==> config.mk <==
export PLATFORM = sky130hd
export DESIGN_NAME = nor_gate
export DESIGN_NICKNAME = d
export VERILOG_FILES = /design/src/rtl/nor_gate.sv
export SDC_FILE = /design/constraint.sdc
export NUM_CORES = 1
export LEC_CHECK = 0
export ABC_AREA = 0
export BUFFER_PORTS_ARGS = -buffer_cell sky130_fd_sc_hd__buf_2
export CORE_MARGIN = 1.5
export CORE_UTILIZATION = 26
export DETAILED_ROUTE_END_ITERATION = 8
export GPL_ROUTABILITY_DRIVEN = 0
export SYNTH_ARGS = -nofsm -noshare
export SYNTH_HDL_FRONTEND = slang
export SYNTH_SLANG_ARGS = --single-unit
==> constraint.sdc <==
create_clock -name clk -period 2.1 [get_ports clk]
set_input_delay 0.315 -clock clk [delete_from_list [all_inputs] [get_ports clk]]
set_output_delay 0.315 -clock clk [all_outputs]
set_load 0.005 [all_outputs]
==> src/rtl/nor_gate.sv <==
// -----------------------------------------------------------------------------
// nor_gate
//
// Registered bitwise NOR of two WIDTH-bit operands with registered status
// flags. Every rising clk edge with rst low samples new operands; the result
// and its flags appear together exactly one clock later and hold until the
// next edge.
//
// Optional feature macro: NOR_GATE_STATS_EN
//   When defined, adds two 16-bit wrapping counters (op_count, zero_count).
//   When undefined, those ports and their logic are absent.
//
// Ports
//   clk        in   1      rising-edge clock
//   rst        in   1      synchronous, active-high reset
//   in1        in   WIDTH  first operand
//   in2        in   WIDTH  second operand
//   out        out  WIDTH  registered ~(in1 | in2)
//   out_valid  out  1      out holds a result computed since reset
//   zero       out  1      out is all zeros
//   all_ones   out  1      out is all ones
//   parity     out  1      XOR-reduction of out
//   op_count   out  16     results produced since reset (stats build only)
//   zero_count out  16     all-zero results since reset (stats build only)
// -----------------------------------------------------------------------------
module nor_gate #(
   parameter int WIDTH = 16
) (
   input  logic             clk,
   input  logic             rst,
   input  logic [WIDTH-1:0] in1,
   input  logic [WIDTH-1:0] in2,
   output logic [WIDTH-1:0] out,
   output logic             out_valid,
   output logic             zero,
   output logic             all_ones,
   output logic             parity
`ifdef NOR_GATE_STATS_EN
   ,
   output logic [15:0]      op_count,
   output logic [15:0]      zero_count
`endif
);

   // Even/odd parity of a result word (1 when an odd number of bits are set).
   function automatic logic calc_parity(input logic [WIDTH-1:0] value);
      return ^value;
   endfunction

   logic [WIDTH-1:0] out_d,      out_q;
   logic             valid_d,    valid_q;
   logic             zero_d,     zero_q;
   logic             all_ones_d, all_ones_q;
   logic             parity_d,   parity_q;

   // Next result and its flags, all derived from the same sampled operands so
   // the flags can never lag the data. X/Z bits propagate through the NOR.
   always_comb begin
      out_d      = ~(in1 | in2);
      valid_d    = 1'b1;
      zero_d     = ~(|out_d);
      all_ones_d = &out_d;
      parity_d   = calc_parity(out_d);
   end

   // Result and flag registers; reset wins over a simultaneous capture.
   always_ff @(posedge clk) begin
      if (rst) begin
         out_q      <= '0;
         valid_q    <= 1'b0;
         zero_q     <= 1'b0;
         all_ones_q <= 1'b0;
         parity_q   <= 1'b0;
      end else begin
         out_q      <= out_d;
         valid_q    <= valid_d;
         zero_q     <= zero_d;
         all_ones_q <= all_ones_d;
         parity_q   <= parity_d;
      end
   end

   assign out       = out_q;
   assign out_valid = valid_q;
   assign zero      = zero_q;
   assign all_ones  = all_ones_q;
   assign parity    = parity_q;

`ifdef NOR_GATE_STATS_EN
   logic [15:0] op_cnt_d,   op_cnt_q;
   logic [15:0] zero_cnt_d, zero_cnt_q;

   // Counter next-state; both wrap naturally at 16 bits. An unknown zero flag
   // (X operands) is not counted so the counter itself stays known.
   always_comb begin
      op_cnt_d = op_cnt_q + 16'd1;
      if (zero_d == 1'b1) begin
         zero_cnt_d = zero_cnt_q + 16'd1;
      end else begin
         zero_cnt_d = zero_cnt_q;
      end
   end

   // Statistics counter registers.
   always_ff @(posedge clk) begin
      if (rst) begin
         op_cnt_q   <= 16'd0;
         zero_cnt_q <= 16'd0;
      end else begin
         op_cnt_q   <= op_cnt_d;
         zero_cnt_q <= zero_cnt_d;
      end
   end

   assign op_count   = op_cnt_q;
   assign zero_count = zero_cnt_q;
`endif

endmodule

## Word level (Yosys, flattened, before mapping)

Index checks and enable logic that the tools add are counted.

| word-level totals | value |
|---|---|
| flip-flop bits (word level) | 20 |
| latch bits | 0 |
| RAM bits | 0 |
| ROM bits | 0 |
| bits of input ports | 34 |
| output and inout bits | 20 |
| word-level logic and storage cells | 12 |
| memories | 0 |

| cells by class | value |
|---|---|
| add/sub/neg operators | 0 |
| multipliers | 0 |
| divide/modulo/power cells | 0 |
| order comparisons | 0 |
| eq/ne operators | 0 |
| shift-type cells | 0 |
| multiplexer cells | 1 |
| bitwise operators | 3 |
| reduce and logical (&&, ||, !) cells | 3 |

Operator list:

| operator | number |
|---|---|
| NOT 16 bit | 1 |
| OR 16 bit | 1 |
| AND reduction 16 bit | 1 |
| OR reduction 16 bit | 1 |
| XOR reduction 16 bit | 1 |
| 2-to-1 mux 1 bit | 1 |
| NOT 1 bit | 1 |

## Logic depth before layout (Yosys ltp)

| depth | value |
|---|---|
| depth in word-level cells | 4 |
| depth in mapped cells | 7 |
| gate-level depth less buffers | 7 |

## Worst setup path before layout

OpenSTA, ideal clock, no wires.

| timing | value |
|---|---|
| kind | input to register |
| start point | input in2[4] |
| end point | register parity_q (netlist: parity) |
| library setup time | 0.128 ns |
| arrival | 1.429 ns |
| required time | 1.972 ns |
| path slack | 0.543 ns |
| stages | 6 |
| buffers on the path | 0 |
| cell sequence | or2_2 -> ha_1 -> xor2_1 -> xnor2_1 -> xnor2_1 -> nor2_1 |

| on the way | value |
|---|---|
| word-level cells in the longest chain between the ends | 3 |

Ends and longest elaborated chain:

| what | RTL line | RTL |
|---|---|---|
| start: declaration | 32 | `input logic [WIDTH-1:0] in2,` |
| OR 16 bit | 59 | `out_d = ~(in1 \| in2);` |
| NOT 16 bit | 59 |  |
| XOR reduction 16 bit | 47 | `return ^value;` |
| end signal: assignment | 79 | `parity_q <= parity_d;` |
| end: declaration | 54 | `logic parity_d, parity_q;` |

Every way passes these cells.
A chain may end at the register's enable or synchronous reset.

## Worst setup path in the final report

| timing | value |
|---|---|
| start point | input in2[14] |
| end point | register parity_q (netlist: parity) |

Same word-level chain as after synthesis.

==> Implementation_results.wiki <==
{| class="wikitable"
! Metric !! Value
|-
| Net count of the finished layout || slightly above 200
|-
| Portion of total power attributed to combinational logic || between 20% and 30%
|-
| Remaining routing DRC violations || 0
|-
| Max Transition Viols Final || 0
|-
| Wire length of the first global-routing pass || ~3 mm
|-
| #FFs+latches synth || 20
|-
| Die Wd || about 63 um
|-
| Setup_tns || 0 ps
|-
| Share of power burned in the clock network || 28.1%
|-
| H-tree level count || 1
|-
| Proportion of power drawn by flip-flops and latches || between 50% and 60%
|-
| Initial antenna violation count || 0
|-
| Synthesis-to-finish area growth || 37.6%
|-
| Required arrival time at the worst endpoint || approximately 2300 ps
|-
| Number of fill cells || about 360
|-
| Share of layout cells above drive strength 1 || 46.2%
|-
| Hold-fix buffer count after cts || 0
|-
| Avg WL per Cell || between 9 and 10 um
|-
| Number of warnings reported in the yosys synthesis log || 0
|-
| Number of cells upsized or downsized after cts || 0
|-
| # diodes || 0
|-
| Effective utilization at floorplan || between 20 and 30%
|-
| Proportion of synthesized chip area in sequential cells || between 40% and 50%
|-
| Distinct cell type count of the synthesized netlist || 11
|-
| Number of post-CTS setup repair buffers || 0
|-
| Fmax || 700 MHz
|-
| Die area || a little under 4000 um^2
|-
| Number of rows created at floorplan || 21
|-
| Worst setup timing slack at the placement stage || ~350 ps
|-
| Crit path DAT || 1610 ps
|-
| Longest individual stage delay on the worst path || 320 ps
|-
| Switching power summed over all nets || between 0.15 and 0.2 mW
|-
| Area inside the core boundary || around 3400 um^2
|-
| Setup repair after global routing missed its margin || no
|-
| Total of buffers placed on input and output ports || 53
|-
| WS Path Type || in2reg
|-
| Sink Count || 20
|-
| Measured slew at the worst slew-check pin || 341 ps
|-
| Share of the core filled with cells || a little under two fifths
|-
| Power density over cell area || slightly above 600 nW/um^2
|-
| P_int || between 0.5 and 0.6 mW
|-
| CTS tree || done
|-
| Initial detailed-routing violation count || 13
|-
| Worst Path Max Fanout || 3
|-
| Hold Path Stages || 3
|-
| Final setup viols || 0
|-
| Total via count after detailed routing || 788
|-
| Vias in the first global route || about 760
|-
| Vertical die dimension || between 60 and 70 um
|-
| Worst min-delay path category || in2reg
|-
| Switching share of power || 24.7%
|-
| Final min period || 1430 ps
|-
| GR Util All Layers || under 10%
|-
| Startpoint type of the worst setup path || input port
|-
| First-pass iteration count of the detailed router || 4
|-
| Layout Cell Area excl Fill || 1290 um^2
|-
| Via count normalized by instance count || just under 4
|-
| Clock transition at the registers of the reported paths || ~110 ps
|-
| Post-Syn Area || 935 um^2
|-
| Synthesized instance count || 101
|-
| Top-Level Pins || between 50 and 60
|-
| Cell-by-cell listing of the critical path || buf_2, or2_2, ha_1, xor2_1, xnor2_1, xnor2_1, nor2_1
|-
| Sum of overflow across all layers after global routing || 0
|-
| Result of the run || completed
|-
| Wire length after detailed routing || between 1.5 and 2 mm
|-
| Max-capacitance violation count || 0
|-
| CTS root buf || sky130_fd_sc_hd__clkbuf_4
|-
| Least setup slack across all paths after layout || 672 ps
|-
| CP max-delay cell || sky130_fd_sc_hd__or2_2
|-
| Worst-case headroom to the max-slew limit || around 77%
|-
| Worst setup EP type || flip-flop
|-
| Leak Pwr || 0.772 nW
|-
| Residual antenna-violating net count after detailed routing || 0
|-
| Pin count of the biggest net entering global routing || 21
|-
| Worst vdd ir || 0.156 mV
|-
| Post-route clock period utilization || 68.0%
|-
| Final number of hold-violating endpoints || 0
|-
| Number of clock buffers inserted by TritonCTS || 3
|-
| DPL Wire Length || around 1.5 mm
|-
| Average cell area after synthesis || about 9.3 um^2
|-
| Area of placed instances || 1250 um^2
|-
| Total nets after synthesis || 151
|-
| Maximum root-to-sink buffer count || 2
|-
| Cell occurring most often along the worst timing path || sky130_fd_sc_hd__xnor2_1
|}
[cells in the mapped netlist (all sizes together)]
library cell | number | area share (%)
clkbuf | 2 | 0.80
dfxtp | 20 | 43
ha | 16 | 21
inv | 17 | 6.8
nand3 | 2 | 1.1
nand4 | 2 | 1.3
nor2 | 18 | 7.2
nor4b | 2 | 1.9
or2 | 15 | 10
xnor2 | 5 | 4.7
xor2 | 2 | 1.9
[sequential cells by signal, indices dropped and copies added (netlist names)]
signal / cells
out: 16
all_ones: 1
out_valid: 1
parity: 1
zero: 1
[cell families (layout without fill, tap and decap cells)]
kind of cell	after synthesis	after routing	synth area share, %
buffers and inverters	19	74	7.63
adders and majority gates	16	16	21.4
and+or+nand+nor	39	39	21.6
DFF	20	20	42.8
xor gates and xnor gates	7	7	6.56
[worst paths after layout]
path,start,end
worst max-delay path,in2[14],parity
worst min-delay path,in1[4],out[4]
[per-layer routing]
layer / routed length, um / global-route usage, % / vias to the layer above
met5: 0 / 0 / -
met4: 58 / 7.50 / 0
met3: 134 / 2.16 / 4
met2: 894 / 16.4 / 28
met1: 759 / 10.7 / 343
li1: - / - / 413
[power groups by stage]
| stage | combinational (mW) | clock, mW | sequential (mW) |
|---|---|---|---|
| 3_5_place_dp | 0.169 | 0 | 0.414 |
| 4_1_cts | 0.170 | 0.231 | 0.405 |
| 2_1_floorplan | 0.0979 | 0 | 0.419 |
| 5_1_grt | 0.188 | 0.262 | 0.408 |
| 6_report | 0.166 | 0.223 | 0.405 |
| 3_3_place_gp | 0.162 | 0 | 0.415 |
[cell type report]
cell class | instances | area [um^2] | share of cell area (%)
Clock buffer | 4 | 36.3 | 2.82
Timing Repair Buffer | 53 | 265 | 20.6
Multi-Input combinational cell | 62 | 463 | 36.0
Inverter | 17 | 63.8 | 4.96
Tap cell | 46 | 57.6 | 4.47
Sequential cell | 20 | 400 | 31.1
[critical path, delay by kind of cell]
family                   cells  cell delay (ps)
XOR/XNOR                     3              510
adder cells (fa/ha/maj)      1              320
buffers and inverters        1               90
AND/OR/NAND/NOR              2              370
[placed cells by master, fill, tap and decap left out, drive strengths merged]
cell,instances
or2,15
xor2,2
buf,53
xnor2,5
nand4,2
inv,17
nand3,2
clkbuf,4
ha,16
dfxtp,20
nor4b,2
nor2,18
[stage by stage]
stage               power (mW)  std cells  hold WS, ps
floorplan                0.516        101          486
detailed placement       0.583        198          588
global placement         0.577        198          585
CTS                      0.806        202          258
finish                   0.793        202          262
global route             0.859        202          243
No activity file was read; power rests on OpenSTA's default activity.
